$ cat src/rtl/piso_bit_serializer_pkg.sv
// Shared types and constants for the PISO bit serializer feeding the 11011 detector.
package piso_bit_serializer_pkg;

  typedef enum logic [0:0] {
    StIdle,
    StShift
  } piso_state_e;

  localparam logic IdleBitDefault = 1'b0;

  // Counter width for a WIDTH-bit word; never narrower than one bit.
  function automatic int unsigned cnt_width(input int unsigned width);
    return (width < 2) ? 1 : $clog2(width);
  endfunction

endpackage

$ cat src/rtl/piso_hold_reg.sv
// One-entry holding register: accepts a word on in_valid && in_ready, releases it on take.
module piso_hold_reg #(
  parameter int unsigned WIDTH = 8
) (
  input  logic             clk,
  input  logic             rst,
  input  logic [WIDTH-1:0] in_data,
  input  logic             in_valid,
  output logic             in_ready,
  input  logic             take,
  output logic [WIDTH-1:0] data,
  output logic             full
);

  logic accept;

  assign in_ready = !full;
  assign accept   = in_valid && in_ready;

  // take needs full=1 and accept needs full=0, so they never coincide.
  always_ff @(posedge clk or posedge rst) begin
    if (rst) begin
      full <= 1'b0;
    end else if (take) begin
      full <= 1'b0;
    end else if (accept) begin
      full <= 1'b1;
    end
  end

  always_ff @(posedge clk) begin
    if (accept) begin
      data <= in_data;
    end
  end

endmodule

$ cat src/rtl/piso_bit_serializer.sv
// Double-buffered parallel-in/serial-out stage; one bit per clk, gapless across held words.
module piso_bit_serializer
  import piso_bit_serializer_pkg::*;
#(
  parameter int unsigned WIDTH     = 8,
  parameter bit          MSB_FIRST = 1'b1,
  parameter logic        IDLE_BIT  = IdleBitDefault
) (
  input  logic             clk,
  input  logic             rst,
  input  logic [WIDTH-1:0] in_data,
  input  logic             in_valid,
  output logic             in_ready,
  output logic             dout,
  output logic             dout_valid,
  output logic             sof,
  output logic             busy,
  output logic             underrun
);

  localparam int unsigned CntW = cnt_width(WIDTH);

  if (WIDTH < 2 || WIDTH > 32) begin : g_bad_width
    $error("piso_bit_serializer: WIDTH must be in 2..32");
  end

  piso_state_e      state_q;
  logic [CntW-1:0]  cnt_q;
  logic [WIDTH-1:0] shift_q;
  logic [WIDTH-1:0] hold_data;
  logic             hold_full;
  logic             last_bit;
  logic             take;

  function automatic logic first_bit(input logic [WIDTH-1:0] word);
    return MSB_FIRST ? word[WIDTH-1] : word[0];
  endfunction

  function automatic logic [WIDTH-1:0] drop_bit(input logic [WIDTH-1:0] word);
    return MSB_FIRST ? {word[WIDTH-2:0], 1'b0} : {1'b0, word[WIDTH-1:1]};
  endfunction

  piso_hold_reg #(
    .WIDTH(WIDTH)
  ) u_hold (
    .clk     (clk),
    .rst     (rst),
    .in_data (in_data),
    .in_valid(in_valid),
    .in_ready(in_ready),
    .take    (take),
    .data    (hold_data),
    .full    (hold_full)
  );

  // cnt_q is the index of the bit currently on dout.
  assign last_bit = (cnt_q == CntW'(WIDTH - 1));
  assign take     = hold_full && ((state_q == StIdle) || last_bit);
  assign busy     = (state_q == StShift) || hold_full;

  always_ff @(posedge clk or posedge rst) begin
    if (rst) begin
      state_q    <= StIdle;
      cnt_q      <= '0;
      shift_q    <= '0;
      dout       <= IDLE_BIT;
      dout_valid <= 1'b0;
      sof        <= 1'b0;
      underrun   <= 1'b0;
    end else begin
      sof      <= 1'b0;
      underrun <= 1'b0;
      if (take) begin
        // shift_q keeps only the bits not yet on dout.
        state_q    <= StShift;
        cnt_q      <= '0;
        shift_q    <= drop_bit(hold_data);
        dout       <= first_bit(hold_data);
        dout_valid <= 1'b1;
        sof        <= 1'b1;
      end else if (state_q == StShift && !last_bit) begin
        cnt_q   <= cnt_q + CntW'(1);
        shift_q <= drop_bit(shift_q);
        dout    <= first_bit(shift_q);
      end else if (state_q == StShift) begin
        state_q    <= StIdle;
        cnt_q      <= '0;
        dout       <= IDLE_BIT;
        dout_valid <= 1'b0;
        underrun   <= 1'b1;
      end
    end
  end

endmodule

$ cat config.mk
export PLATFORM = sky130hd
export DESIGN_NAME = piso_bit_serializer
export DESIGN_NICKNAME = d
export VERILOG_FILES = /design/src/rtl/piso_bit_serializer_pkg.sv /design/src/rtl/piso_hold_reg.sv /design/src/rtl/piso_bit_serializer.sv
export SDC_FILE = /design/constraint.sdc
export NUM_CORES = 1
export LEC_CHECK = 0
export CORE_UTILIZATION = 40
export DETAILED_ROUTE_END_ITERATION = 16
export PLACE_DENSITY = 0.66
export SLEW_MARGIN = 20
export SYNTH_ARGS = -nofsm -noshare
export SYNTH_HDL_FRONTEND = slang
export SYNTH_HIERARCHICAL = 1
export SYNTH_SLANG_ARGS = --single-unit
$ cat constraint.sdc
create_clock -name clk -period 1.27 [get_ports clk]
set_input_delay 0.254 -clock clk [delete_from_list [all_inputs] [get_ports clk]]
set_output_delay 0.254 -clock clk [all_outputs]
set_load 0.02 [all_outputs]
==> results.json, run 1 <==
{
  "vdd_drop_max_mv": 1.19,
  "htreeDepth": 1,
  "cp_data_arrival_time_ns": 1.59,
  "synth_xor_area_share_pct": 0,
  "critPathMaxFanout": 6,
  "fmax_ghz": 0.750,
  "place_area_sq_mm": 0.00122,
  "path_buf_inv": 0,
  "cp-end-kind": "register",
  "synth-compound-area-share_pct": 9.50,
  "drv_slew": 0,
  "grt_pass1_vias": 566,
  "area_growth_pct": 39.4,
  "synth_top_area_share_pct": 41.1,
  "crit_family": "flip-flops",
  "grtUsageMet3_pct": 3.57,
  "clock_path_buffers": 2,
  "synth_top_area_cell": "dfrtp_1",
  "antenna_cells": 0,
  "drc": 0,
  "design_area_sq_mm": 0.00136,
  "crit_cells": 5,
  "yosys_register_bits": 24,
  "status": "finished with violations",
  "cts-buffers-inserted": 3,
  "ys_async_sr_fraction_pct": 66.7,
  "cp.required_ns": 1.53,
  "synthMostInstantiatedCell": "dfrtp_1",
  "vias": 641,
  "min_period_over_period_pct": 105,
  "crit_start": "cnt_q[0]",
  "path_cells": "ha_2, ha_4, nand2b_4, and2_4, o21ba_4",
  "fin_cells": 133,
  "p_per_area_mw_per_mm2": 2140,
  "drive_above_1_share_pct": 41.0,
  "wl_per_cell_um": 13.2,
  "min_path_type": "in -> async",
  "slew_headroom_pct": 85.3,
  "synth_fa_ha_area_share_pct": 2.57,
  "fp.dieH_um": 51.4,
  "grt_pass1_wl_um": 2690,
  "cts-root-buf": "clkbuf_4",
  "dp.cells": 122,
  "totalWireLength_um": 1750,
  "setup_slack_ns": -0.0628,
  "synth_cell_type_count": 22,
  "clkTransAtPathRegs_ns": 0.13,
  "synth_cells": 73,
  "synth_top_family_by_area": "compound AO/OA/AOI/OAI gates",
  "final_nets": 119,
  "hold_viol": 0,
  "drtAntennaViolNets": 0,
  "slowest_delay_ns": 0.42,
  "rows": 17,
  "rsz0062_at_grt": "true",
  "grt_max_degree": 16,
  "rrSetupSlack_ns": -0.06,
  "grt_busiest_layer": "met2",
  "initial_core_util_pct": 43.2,
  "tritoncts": "built",
  "synth.net_count": 86,
  "numClockSinks": 24,
  "viasPerCell": 4.82,
  "synth.area.mux_share_pct": 8.22,
  "grt_use_met1_pct": 19.9,
  "drtIter0Drc": 10,
  "io_pins": 17,
  "ys_seq_area_share_pct": 65.7,
  "avgSynthCellArea_sq_um": 13.4,
  "track_usage_pct": 14.7,
  "r2r_cells": 5,
  "grt-ovfl-total": 0,
  "synth-edff-count": 8,
  "fin_skew_ns": 0.00361,
  "syn_area_sq_um": 975,
  "clkLatencyLatePin_ns": 0.31,
  "r2r-end": "u_hold/full",
  "endpoint": "u_hold/full",
  "die_x_um": 51.4,
  "synth_common_cells": "dfrtp_1 (16), nand2_1 (9), edfxtp_1 (8), mux2i_1 (8), inv_1 (5)",
  "dr.pass1.iters": 3,
  "period_minus_slack_ns": 1.33,
  "gp_congestion": 0.755,
  "synth_simple_gate_area_share_pct": 8.60,
  "worst_path_max_delay_cell": "dfrtp_1",
  "power.leakage_nw": 0.624,
  "setup_viol": 10,
  "numPortBuffers": 16,
  "yosysWarnings": 6,
  "tightestPinTransition_ns": 0.220,
  "maxCapViolations": 0,
  "startpoint_type": "register",
  "violations": "setup timing",
  "r2r-start": "cnt_q[0]",
  "use_met2_pct": 22.1,
  "die-area_sq_mm": 0.00264,
  "yosys-top-cells-area": "dfrtp_1 (41%), edfxtp_1 (25%), mux2i_1 (8.2%)",
  "final_core_util_pct": 60.3,
  "synth_ff_type": "dfrtp_1",
  "dp_hpwl_um": 1130,
  "antenna_found_initial": 0,
  "coreArea_sq_mm": 0.00225,
  "n_fill_cell": 191,
  "crit_type": "reg -> reg"
}
[sequential cells by signal, summed over array words and instances, names as in the netlist]
name         flops
dout_valid       1
sof              1
state_q          1
dout             1
underrun         1
u_hold/full      1
cnt_q            3
u_hold/data      8
shift_q          7
[area by class of cell]
type	count	area (sq um)	share of cell area (%)
flip-flops and latches	24	641	47.1
inverters	5	21.3	1.57
well taps	28	35.0	2.58
clock buffers	3	22.5	1.66
clock inverters	1	30.0	2.21
multi-input cells	42	348	25.6
repair buffers	30	262	19.2
[metal layers]
metal	routed length, um	part of all wire (%)	up-vias
met5	0	0	-
met4	39	2.2	0
met3	49	2.8	4
met2	850	48	12
met1	813	46	307
li1	-	-	318
[how the worst min path moves through the flow]
stage / start / end / slack (ns) / depth (start not counted)
after detailed placement: rst / u_hold/full / 0.44 / 2
after global placement: rst / u_hold/full / 0.45 / 2
after CTS: rst / u_hold/full / 0.09 / 2
after floorplan: rst / u_hold/full / -0.02 / 1
after global routing: rst / u_hold/full / 0.09 / 2
final: rst / u_hold/full / 0.1 / 2
[per-stage QoR]
| stage | total power, mW | hold slack [ns] | setup TNS [ns] | worst slack [ns] |
|---|---|---|---|---|
| final | 2.90 | 0.0959 | -0.282 | -0.0628 |
| after global routing | 3.08 | 0.0864 | -1.02 | -0.118 |
| after CTS | 2.79 | 0.0864 | -0.508 | -0.140 |
| after detailed placement | 2.11 | 0.440 | -1.54 | -0.0851 |
| after global placement | 2.09 | 0.450 | -1.29 | -0.0766 |
| after floorplan | 1.83 | -0.0173 | -0.101 | -0.0169 |
[cells in the final DEF (no fill, tap or decap), drive strengths merged, types with 2 or more instances in the layout]
cell type	synthesis	routed
clkbuf	0	6
and2b	1	2
buf	3	16
nand2	9	9
o21ai	8	8
nor2	4	4
clkdlybuf4s50	0	10
inv	5	5
dfrtp	16	16
nand2b	2	2
mux2i	8	8
edfxtp	8	8
ha	2	2
[power by group]
group	internal [mW]	switching [mW]	total, mW
Sequential	1.02	0.124	1.14
Combinational	0.660	0.559	1.22
Clock	0.319	0.226	0.545
Total	1.99	0.910	2.90
[cell families (layout without fill, tap and decap cells)]
kind of cell / count (synthesis) / in the layout
flops: 24 / 24
simple gates: 18 / 19
compound gates: 13 / 13
mux: 8 / 8
buf+inv: 8 / 39
fa+ha+maj: 2 / 2
[timing repair]
action / CTS / global route
pin swaps: 8 / 6
hold buffers: 0 / 0
buffers inserted: 2 / 4
resized for setup: 28 / 14
endpoints found under the setup margin: 18 / 26
gates cloned: 1 / 0
(Power assumes the default switching activity.)
==> inputs of run 2 (changes only) <==
--- a/config.mk
+++ b/config.mk
@@ -5,9 +5,10 @@
 export SDC_FILE = /design/constraint.sdc
 export NUM_CORES = 1
 export LEC_CHECK = 0
+export CAP_MARGIN = 0
 export CORE_UTILIZATION = 40
 export DETAILED_ROUTE_END_ITERATION = 16
-export PLACE_DENSITY = 0.66
+export PLACE_DENSITY = 0.77
 export SLEW_MARGIN = 20
 export SYNTH_ARGS = -nofsm -noshare
 export SYNTH_HDL_FRONTEND = slang
==> results.json, run 2 (synthesized netlist as in run 1, its figures left out) <==
{
  "status": "finished with violations",
  "violations": "setup timing",
  "rsz0062_at_grt": "true",
  "dp_hpwl_um": 1260,
  "grt_pass1_vias": 635,
  "totalWireLength_um": 1760,
  "vdd_drop_max_mv": 1.29,
  "drtIter0Drc": 3,
  "slowest_delay_ns": 0.41,
  "htreeDepth": 1,
  "final_nets": 119,
  "area_growth_pct": 40.2,
  "die_x_um": 51.4,
  "tightestPinTransition_ns": 0.184,
  "setup_slack_ns": -0.0781,
  "drc": 0,
  "hold_viol": 0,
  "drv_slew": 0,
  "crit_start": "cnt_q[0]",
  "drtAntennaViolNets": 0,
  "place_ws_ns": -0.119,
  "cp_data_arrival_time_ns": 1.61,
  "endpoint": "u_hold/full",
  "dr.pass1.iters": 3,
  "r2r_cells": 5,
  "cts-buffers-inserted": 3,
  "path_cells": "ha_2, ha_4, nand2b_4, and2_4, o21ba_4",
  "grt-ovfl-total": 0,
  "min_path_type": "in -> async",
  "coreArea_sq_mm": 0.00225,
  "clkTransAtPathRegs_ns": 0.13,
  "wl_met1_um": 793,
  "cts-root-buf": "clkbuf_4",
  "fin_skew_ns": 0.00298,
  "grt_pass1_wl_um": 2900,
  "cp-end-kind": "register",
  "final_common_cell": "dfrtp_1",
  "viasPerCell": 4.83,
  "multi_input_area_sq_um": 355,
  "fmax_ghz": 0.742,
  "p_per_area_mw_per_mm2": 2110,
  "min_period_over_period_pct": 106,
  "largestRegisters": "u_hold/data (8), shift_q (7), cnt_q (3)",
  "antenna_cells": 0,
  "clock_path_buffers": 2,
  "vias": 643,
  "period_minus_slack_ns": 1.35,
  "largest_register_ffs": 8,
  "dp.cells": 126,
  "fp.dieH_um": 51.4,
  "layout_common_cells": "dfrtp_1 (16), clkdlybuf4s50_1 (10), buf_4 (10), mux2i_1 (8), edfxtp_1 (8)",
  "n_fill_cell": 207,
  "top_layer": "met4",
  "wl_met2_um": 902,
  "critPathMaxFanout": 6,
  "fin_cells": 133,
  "startpoint_type": "register",
  "wl_met3_um": 41,
  "setup_viol": 11,
  "rows": 17,
  "numClockSinks": 24,
  "track_usage_pct": 15.5,
  "seqCellArea_sq_um": 641,
  "maxCapViolations": 0,
  "clkLatencyLatePin_ns": 0.31,
  "r2r-end": "u_hold/full",
  "r2r-start": "cnt_q[0]",
  "slew_headroom_pct": 87.4,
  "grt_max_degree": 15,
  "numPortBuffers": 16,
  "cts_hold_buffers": 0,
  "tritoncts": "built",
  "antenna_found_initial": 0,
  "die-area_sq_mm": 0.00264,
  "power.leakage_nw": 0.631,
  "io_pins": 17,
  "top_register": "u_hold/data",
  "cp.required_ns": 1.53,
  "crit_type": "reg -> reg",
  "rrSetupSlack_ns": -0.08,
  "wl_per_cell_um": 13.2,
  "gp_congestion": 0.700,
  "worst_path_max_delay_cell": "dfrtp_1",
  "drive_above_1_share_pct": 41.9,
  "initial_core_util_pct": 43.2
}
run 2: changes by cell type in the layout (fill, tap and decap cells not counted):
cell     before  now
nor2b_4       0    1
o21ai_1       3    2
o21ai_0       0    1
nor2b_1       1    0
run 2: worst min-delay path by stage:
stage / from / to / slack (ns) / depth (start not counted)
after floorplan: rst / u_hold/full / -0.02 / 1
after global placement: rst / u_hold/full / 0.46 / 2
after detailed placement: rst / u_hold/full / 0.47 / 2
after CTS: rst / u_hold/full / 0.12 / 2
after global routing: rst / u_hold/full / 0.12 / 2
final: rst / u_hold/full / 0.13 / 2
run 2: layout make-up:
class                           instances  share of cell area [%]
Inverter                                5                    1.56
Multi-Input combinational cell         42                    26.0
Timing Repair Buffer                   30                    19.1
Sequential cell                        24                    46.9
Clock inverter                          1                    2.20
Clock buffer                            3                    1.65
Tap cell                               28                    2.56
run 2: report_power, final:
| part | internal [mW] | leakage, nW | total (mW) | switching (mW) |
|---|---|---|---|---|
| sequential | 1.01 | 0.271 | 1.13 | 0.118 |
| combinational | 0.642 | 0.332 | 1.20 | 0.560 |
| clock | 0.319 | 0.0279 | 0.543 | 0.224 |
run 2: critical path: cells and delay by family (launching register included):
| kind | cells | cell delay, ns |
|---|---|---|
| AOI/OAI and AO/OA | 1 | 0.20 |
| and+or+nand+nor | 2 | 0.31 |
| adders and majority gates | 2 | 0.37 |
| DFF | 1 | 0.41 |
run 2: timing repair:
item | in CTS | in global routing
buffers inserted | 2 | 0
gates cloned | 1 | 0
setup endpoints to repair | 17 | 25
pin swaps | 7 | 2
resized for setup | 29 | 14
run 2: per-layer routing:
metal | up-vias | GRT usage, %
li1 | 317 | -
met5 | - | 0
met4 | 0 | 8.11
met2 | 8 | 25.5
met1 | 316 | 19.9
met3 | 2 | 1.79
run 2: per-stage QoR:
stage / TNS (ns) / utilization (%) / hold slack (ns) / power (mW) / instance area (sq um)
CTS: -0.593 / 60.2 / 0.118 / 2.85 / 1360
finish: -0.327 / 60.6 / 0.128 / 2.88 / 1370
detailed placement: -1.52 / 55.4 / 0.469 / 2.15 / 1250
global route: -1.03 / 60.6 / 0.121 / 3.07 / 1370
floorplan: -0.101 / - / -0.0173 / 1.83 / 997
global placement: -1.25 / 55.4 / 0.461 / 2.11 / 1250
